## src/rtl/wts_sram_access_sequencer.sv

```systemverilog
// Timed byte read/write sequencer for an external asynchronous SRAM, with a one-entry pending slot.
// Optional last-read cache enabled by defining WTS_SRAM_READ_CACHE_EN.
module wts_sram_access_sequencer #(
  parameter int unsigned SETUP_CYCLES  = 1,
  parameter int unsigned ACCESS_CYCLES = 2,
  parameter int unsigned HOLD_CYCLES   = 1
) (
  input  logic        clk,
  input  logic        reset,
  input  logic        req,
  input  logic        wr,
  input  logic [18:0] address,
  input  logic [7:0]  wdata,
  output logic        busy,
  output logic [7:0]  rdata,
  output logic        rdata_valid,
  output logic        drop_err,
  output logic [18:0] sram_a,
  output logic [7:0]  sram_d_out,
  output logic        sram_d_oe,
  input  logic [7:0]  sram_d_in,
  output logic        sram_ncs,
  output logic        sram_noe,
  output logic        sram_nwe
);

  localparam int unsigned MaxSa = (SETUP_CYCLES > ACCESS_CYCLES) ? SETUP_CYCLES : ACCESS_CYCLES;
  localparam int unsigned MaxCycles = (MaxSa > HOLD_CYCLES) ? MaxSa : HOLD_CYCLES;
  localparam int unsigned CntW = $clog2(MaxCycles) + 1;

  typedef enum logic [1:0] {StIdle, StSetup, StAccess, StHold} state_e;

  state_e            state;
  logic [CntW-1:0]   cnt;
  logic              cur_wr;
  logic              pend_valid;
  logic              pend_wr;
  logic [18:0]       pend_addr;
  logic [7:0]        pend_wdata;

  logic              idle, hold_done, cache_hit;
  logic              start_pend, start_req, launch, store_req, drop, busy_d;
  logic              l_wr;
  logic [18:0]       l_addr;
  logic [7:0]        l_wdata;

`ifdef WTS_SRAM_READ_CACHE_EN
  logic              cache_valid;
  logic [18:0]       cache_addr;
  logic [7:0]        cache_data;
`endif

  always_comb begin
    idle      = (state == StIdle);
    hold_done = (state == StHold) && (cnt == '0);
`ifdef WTS_SRAM_READ_CACHE_EN
    cache_hit = req && !wr && idle && !pend_valid && cache_valid && (address == cache_addr);
`else
    cache_hit = 1'b0;
`endif
    start_pend = pend_valid && (idle || hold_done);
    start_req  = req && idle && !pend_valid && !cache_hit;
    launch     = start_pend || start_req;
    // A req arriving as the pending entry launches refills the freed slot.
    store_req  = req && !start_req && !cache_hit && (!pend_valid || start_pend);
    drop       = req && !start_req && !cache_hit && pend_valid && !start_pend;
    l_wr       = start_pend ? pend_wr    : wr;
    l_addr     = start_pend ? pend_addr  : address;
    l_wdata    = start_pend ? pend_wdata : wdata;
    busy_d     = launch || (!idle && !hold_done) || store_req || (pend_valid && !start_pend);
  end

  always_ff @(posedge clk or posedge reset) begin
    if (reset) begin
      state       <= StIdle;
      cnt         <= '0;
      cur_wr      <= 1'b0;
      pend_valid  <= 1'b0;
      pend_wr     <= 1'b0;
      pend_addr   <= '0;
      pend_wdata  <= '0;
      busy        <= 1'b0;
      rdata       <= '0;
      rdata_valid <= 1'b0;
      drop_err    <= 1'b0;
      sram_a      <= '0;
      sram_d_out  <= '0;
      sram_d_oe   <= 1'b0;
      sram_ncs    <= 1'b1;
      sram_noe    <= 1'b1;
      sram_nwe    <= 1'b1;
`ifdef WTS_SRAM_READ_CACHE_EN
      cache_valid <= 1'b0;
      cache_addr  <= '0;
      cache_data  <= '0;
`endif
    end else begin
      rdata_valid <= 1'b0;
      busy        <= busy_d;
      if (drop) drop_err <= 1'b1;

      if (store_req) begin
        pend_valid <= 1'b1;
        pend_wr    <= wr;
        pend_addr  <= address;
        pend_wdata <= wdata;
      end else if (start_pend) begin
        pend_valid <= 1'b0;
      end

`ifdef WTS_SRAM_READ_CACHE_EN
      if (cache_hit) begin
        rdata       <= cache_data;
        rdata_valid <= 1'b1;
      end
      if (launch && l_wr) cache_valid <= 1'b0;
`endif

      if (launch) begin
        state     <= StSetup;
        cnt       <= CntW'(SETUP_CYCLES - 1);
        cur_wr    <= l_wr;
        sram_a    <= l_addr;
        sram_ncs  <= 1'b0;
        sram_noe  <= 1'b1;
        sram_nwe  <= 1'b1;
        sram_d_oe <= l_wr;
        if (l_wr) sram_d_out <= l_wdata;
      end else begin
        unique case (state)
          StSetup: begin
            if (cnt == '0) begin
              state    <= StAccess;
              cnt      <= CntW'(ACCESS_CYCLES - 1);
              sram_noe <= cur_wr;
              sram_nwe <= !cur_wr;
            end else begin
              cnt <= cnt - CntW'(1);
            end
          end
          StAccess: begin
            if (cnt == '0) begin
              state    <= StHold;
              cnt      <= CntW'(HOLD_CYCLES - 1);
              sram_noe <= 1'b1;
              sram_nwe <= 1'b1;
              if (!cur_wr) begin
                rdata       <= sram_d_in;
                rdata_valid <= 1'b1;
`ifdef WTS_SRAM_READ_CACHE_EN
                cache_valid <= 1'b1;
                cache_addr  <= sram_a;
                cache_data  <= sram_d_in;
`endif
              end
            end else begin
              cnt <= cnt - CntW'(1);
            end
          end
          StHold: begin
            if (cnt == '0) begin
              state     <= StIdle;
              sram_ncs  <= 1'b1;
              sram_d_oe <= 1'b0;
            end else begin
              cnt <= cnt - CntW'(1);
            end
          end
          default: ;
        endcase
      end
    end
  end

endmodule

```

## config.mk

```make
export PLATFORM = sky130hd
export DESIGN_NAME = wts_sram_access_sequencer
export DESIGN_NICKNAME = d
export VERILOG_FILES = /design/src/rtl/wts_sram_access_sequencer.sv
export SDC_FILE = /design/constraint.sdc
export NUM_CORES = 1
export LEC_CHECK = 0
export BUFFER_PORTS_ARGS = -buffer_cell sky130_fd_sc_hd__buf_2
export CAP_MARGIN = 20
export CORE_ASPECT_RATIO = 1.5
export CORE_MARGIN = 2
export CORE_UTILIZATION = 57
export DETAILED_ROUTE_END_ITERATION = 10
export PLACE_DENSITY = 0.9
export SLEW_MARGIN = 30
export SYNTH_ARGS = -nofsm -noshare
export SYNTH_HDL_FRONTEND = slang
export SYNTH_SLANG_ARGS = --single-unit
```

## constraint.sdc

```tcl
create_clock -name clk -period 5 [get_ports clk]
set_input_delay 1 -clock clk [delete_from_list [all_inputs] [get_ports clk]]
set_output_delay 1 -clock clk [all_outputs]
set_load 0.03 [all_outputs]
```

==> flow_summary_export.csv <==
group,metric,value,unit
clocking,clockBufferDepth,2,
synthesis,synthesized_area_per_cell,12.7,um^2
finish,drive_above_1_share,0.421,
power_and_ir_drop,vdd_drop_max,398,uV
synthesis,synth-adder-area-share,0.0263,
floorplan,core_area,5700,um^2
synthesis,synth_simple_gate_area_frac,0.0617,
sta,finalSetupViolations,0,
detailed_routing,routed_wire_length_per_instance,15.1,um
critical_path,timing.critical_path.cells,"inv_1 -> ha_1 -> a21oi_4 -> a21oi_2 -> buf_4 -> mux2_2",
synthesis,synth_compound_area_frac,0.116,
clocking,cts_tree,"yes",
finish,layout_area_growth_over_synthesis,18.3,%
sta,finalClockSkew,8.50,ps
detailed_routing,drt_iter0_markers,141,
critical_path,timing.setup.critical_path_class,"register to register",
synthesis,synth_largest_area_cell,"sky130_fd_sc_hd__dfrtp_1",
power_and_ir_drop,static-leakage-power,1.93,nW
finish,layout.cells.most_common,"sky130_fd_sc_hd__buf_2",
status,outcome,"completed",
sta,minimum_clock_period,2350,ps
grt,grt_util_all_layers,0.216,
critical_path,startpoint_kind_of_the_worst_setup_timing_path,"register",
critical_path,critical_path_required,5230,ps
synthesis,synth-main-ff-cell,"sky130_fd_sc_hd__dfrtp_1",
floorplan,pin_count,81,
critical_path,critical_path.top_delay_family,"compound AO/OA/AOI/OAI gates",
floorplan,design.die.area,6470,um^2
hold_path,timing.hold.worst.class,"register to register",
critical_path,end_kind,"register",
power_and_ir_drop,sw_frac_of_total,0.424,
synthesis,synth.cell_area,3320,um^2
finish,finish.net_count,390,
clocking,worst_setup_hold_path_clk_slew,70,ps
grt,grt_first_pass_wirelength,10500,um
grt,overflow,0,
clocking,tritoncts.num_buffers,9,
place,place.port_buffers,80,
synthesis,fraction_of_synthesized_cell_area_in_xor_and_xnor_cells,0,
finish,antenna_cells,0,
detailed_routing,route.vias.total,2290,
critical_path,critical-path-slowest-cell,"sky130_fd_sc_hd__a21oi_2",
power_and_ir_drop,powerDensity,737,nW/um^2
floorplan,std_cell_rows,34,
floorplan,die_w,66.4,um
detailed_routing,ant_nets,0,
grt,grt_max_degree,42,
synthesis,yosys_register_bits,76,
grt,grt_antenna_before_repair,0,
detailed_routing,firstDrtPassIters,4,
place,dp_cells,405,
floorplan,dieHeight,97.5,um
synthesis,synth.yosys.warnings,0,
synthesis,synth_top_area_share,0.549,
clocking,cts_sinks,76,
sta,max_freq,425,MHz
sta,timing.setup.tns,0,ps
clocking,clock_tree.root_cell,"sky130_fd_sc_hd__clkbuf_8",
synthesis,synthArstFlopShare,1.00,
synthesis,synth_top_family_by_area,"multiplexers",
synthesis,synth_edf_count,0,
place,place.gp.congestion,0.817,
power_and_ir_drop,internal-power,1.67,mW
critical_path,path_buf_inv,2,
critical_path,critPathMaxFanout,20,
power_and_ir_drop,pwr-share-seq,0.377,
sta,grt_setup_unrepaired,"no",
sta,post_route_fraction_of_the_period_consumed_by_the_critical_path,0.471,
sta,max-slew-margin-rel,0.518,
synthesis,share_of_cell_area_taken_by_muxes_after_synthesis,0.185,
critical_path,worst_path_largest_cell_delay,440,ps
floorplan,effective_utilization_at_floorplan,0.583,
place,dp_hpwl,4590,um
finish,instances_no_fill,421,
sta,final_report_hold_violation_count,0,
clocking,post_cts_buffers,0,
detailed_routing,via_per_inst,5.44,
sta,worst-slew-pin-transition,721,ps
finish,final_cell_mix,"sky130_fd_sc_hd__buf_2 (80), sky130_fd_sc_hd__dfrtp_1 (73), sky130_fd_sc_hd__mux2_2 (36)",
synthesis,synth.lib_cells_used.distinct,37,
clocking,cts_hold_buf,0,
run,timing.max_cap.violations,0,
power_and_ir_drop,part_of_the_total_power_dissipated_in_combinational_logic,0.484,
clocking,cts.htree.levels,3,
clocking,worst_skew_pair.late_latency,350,ps
power_and_ir_drop,net-switching-power,1.23,mW
synthesis,netlist_instances,262,
sta,report.final.slew_viol_count,0,
synthesis,syn-num-nets,308,
detailed_routing,routed_wirelength,6360,um
critical_path,worstPathArrival,2590,ps
clocking,postCtsResizedCells,0,
synthesis,seq_area_frac_synth,0.573,
detailed_routing,drc_errors_left,0,
grt,grt_pass1_vias,2309,
synthesis,yosys-top-cells-area,"sky130_fd_sc_hd__dfrtp_1 (55%), sky130_fd_sc_hd__mux2_2 (12%), sky130_fd_sc_hd__mux2i_1 (6.3%)",
power_and_ir_drop,power.share.clock,0.138,
==> worst paths after layout <==
path | depth (start not counted) | from | slack [ps] | endpoint
worst max-delay path | 6 | cnt[0]$_DFFE_PP0P_ | 2650 | pend_addr[15]$_DFFE_PP0P_
worst min-delay path | 2 | sram_ncs$_DFFE_PP1P_ | 470 | sram_ncs$_DFFE_PP1P_
worst max register to register | 6 | cnt[0]$_DFFE_PP0P_ | 2650 | pend_addr[15]$_DFFE_PP0P_
worst min register to register | 2 | sram_ncs$_DFFE_PP1P_ | 470 | sram_ncs$_DFFE_PP1P_
max in group asynchronous | 3 | reset | 3230 | sram_ncs$_DFFE_PP1P_
min in group asynchronous | 2 | reset | 770 | sram_a[9]$_DFFE_PP0P_
==> synthesized netlist by cell type, drive strengths merged (2+ instances only) <==
| cell type | instances |
|---|---|
| dfrtp | 73 |
| mux2 | 36 |
| o21ai | 30 |
| nand2 | 24 |
| mux2i | 21 |
| inv | 12 |
| buf | 10 |
| o21a | 8 |
| o22a | 8 |
| ha | 7 |
| a21oi | 5 |
| dfstp | 3 |
| nor2 | 3 |
| clkbuf | 2 |
| nand4 | 2 |
| nand4b | 2 |
| nor2b | 2 |
| or2 | 2 |
==> power by group through the flow <==
stage               Combinational [mW]  Clock (mW)  Sequential, mW
floorplan                        0.820           0            1.37
global placement                  1.37           0            1.09
detailed placement                1.42           0            1.11
CTS                               1.42       0.409            1.09
global route                      1.53       0.431            1.13
finish                            1.40       0.401            1.09
==> layout make-up <==
type / count / area [um^2]
timing repair buffer: 83 / 423
tap: 72 / 90.1
sequential: 76 / 1910
inverter: 12 / 45.0
fill: 446 / 1770
multi-input combinational: 162 / 1300
clock inverter: 7 / 43.8
clock buffer: 9 / 124
==> stage by stage <==
stage	utilization	power [mW]	setup WS, ps	area [um^2]	hold WS, ps
after global placement	0.660	2.46	2480	3760	454
after detailed placement	0.660	2.53	2440	3760	458
after CTS	0.690	2.93	2640	3930	476
after global routing	0.690	3.09	2480	3930	498
final	0.690	2.90	2650	3930	473
after floorplan	-	2.19	2070	3320	446
==> layer usage <==
| layer | track usage | wire length, um | vias up |
|---|---|---|---|
| li1 | - | - | 1086 |
| met3 | 0.0487 | 254 | 12 |
| met4 | 0.115 | 155 | 0 |
| met2 | 0.370 | 3530 | 45 |
| met1 | 0.243 | 2420 | 1147 |
| met5 | 0 | 0 | - |
==> worst min-delay path, delay by kind of cell, from the launching register on <==
kind	cells	cell delay (ps)
buffers and inverters	1	40
DFF	1	370
AOI/OAI and AO/OA	1	60
==> cells by family after synthesis <==
logic type	Yosys count
compound gates	59
fa+ha+maj	7
buf+inv	24
flops	76
mux	57
simple gates	39
==> state kept, by name, summed over array words and instances, names as in the netlist, 2 cells and up <==
name	cells
pend_addr	19
sram_a	19
pend_wdata	8
rdata	8
sram_d_out	8
cnt	2
state	2
(Power assumes the default switching activity.)
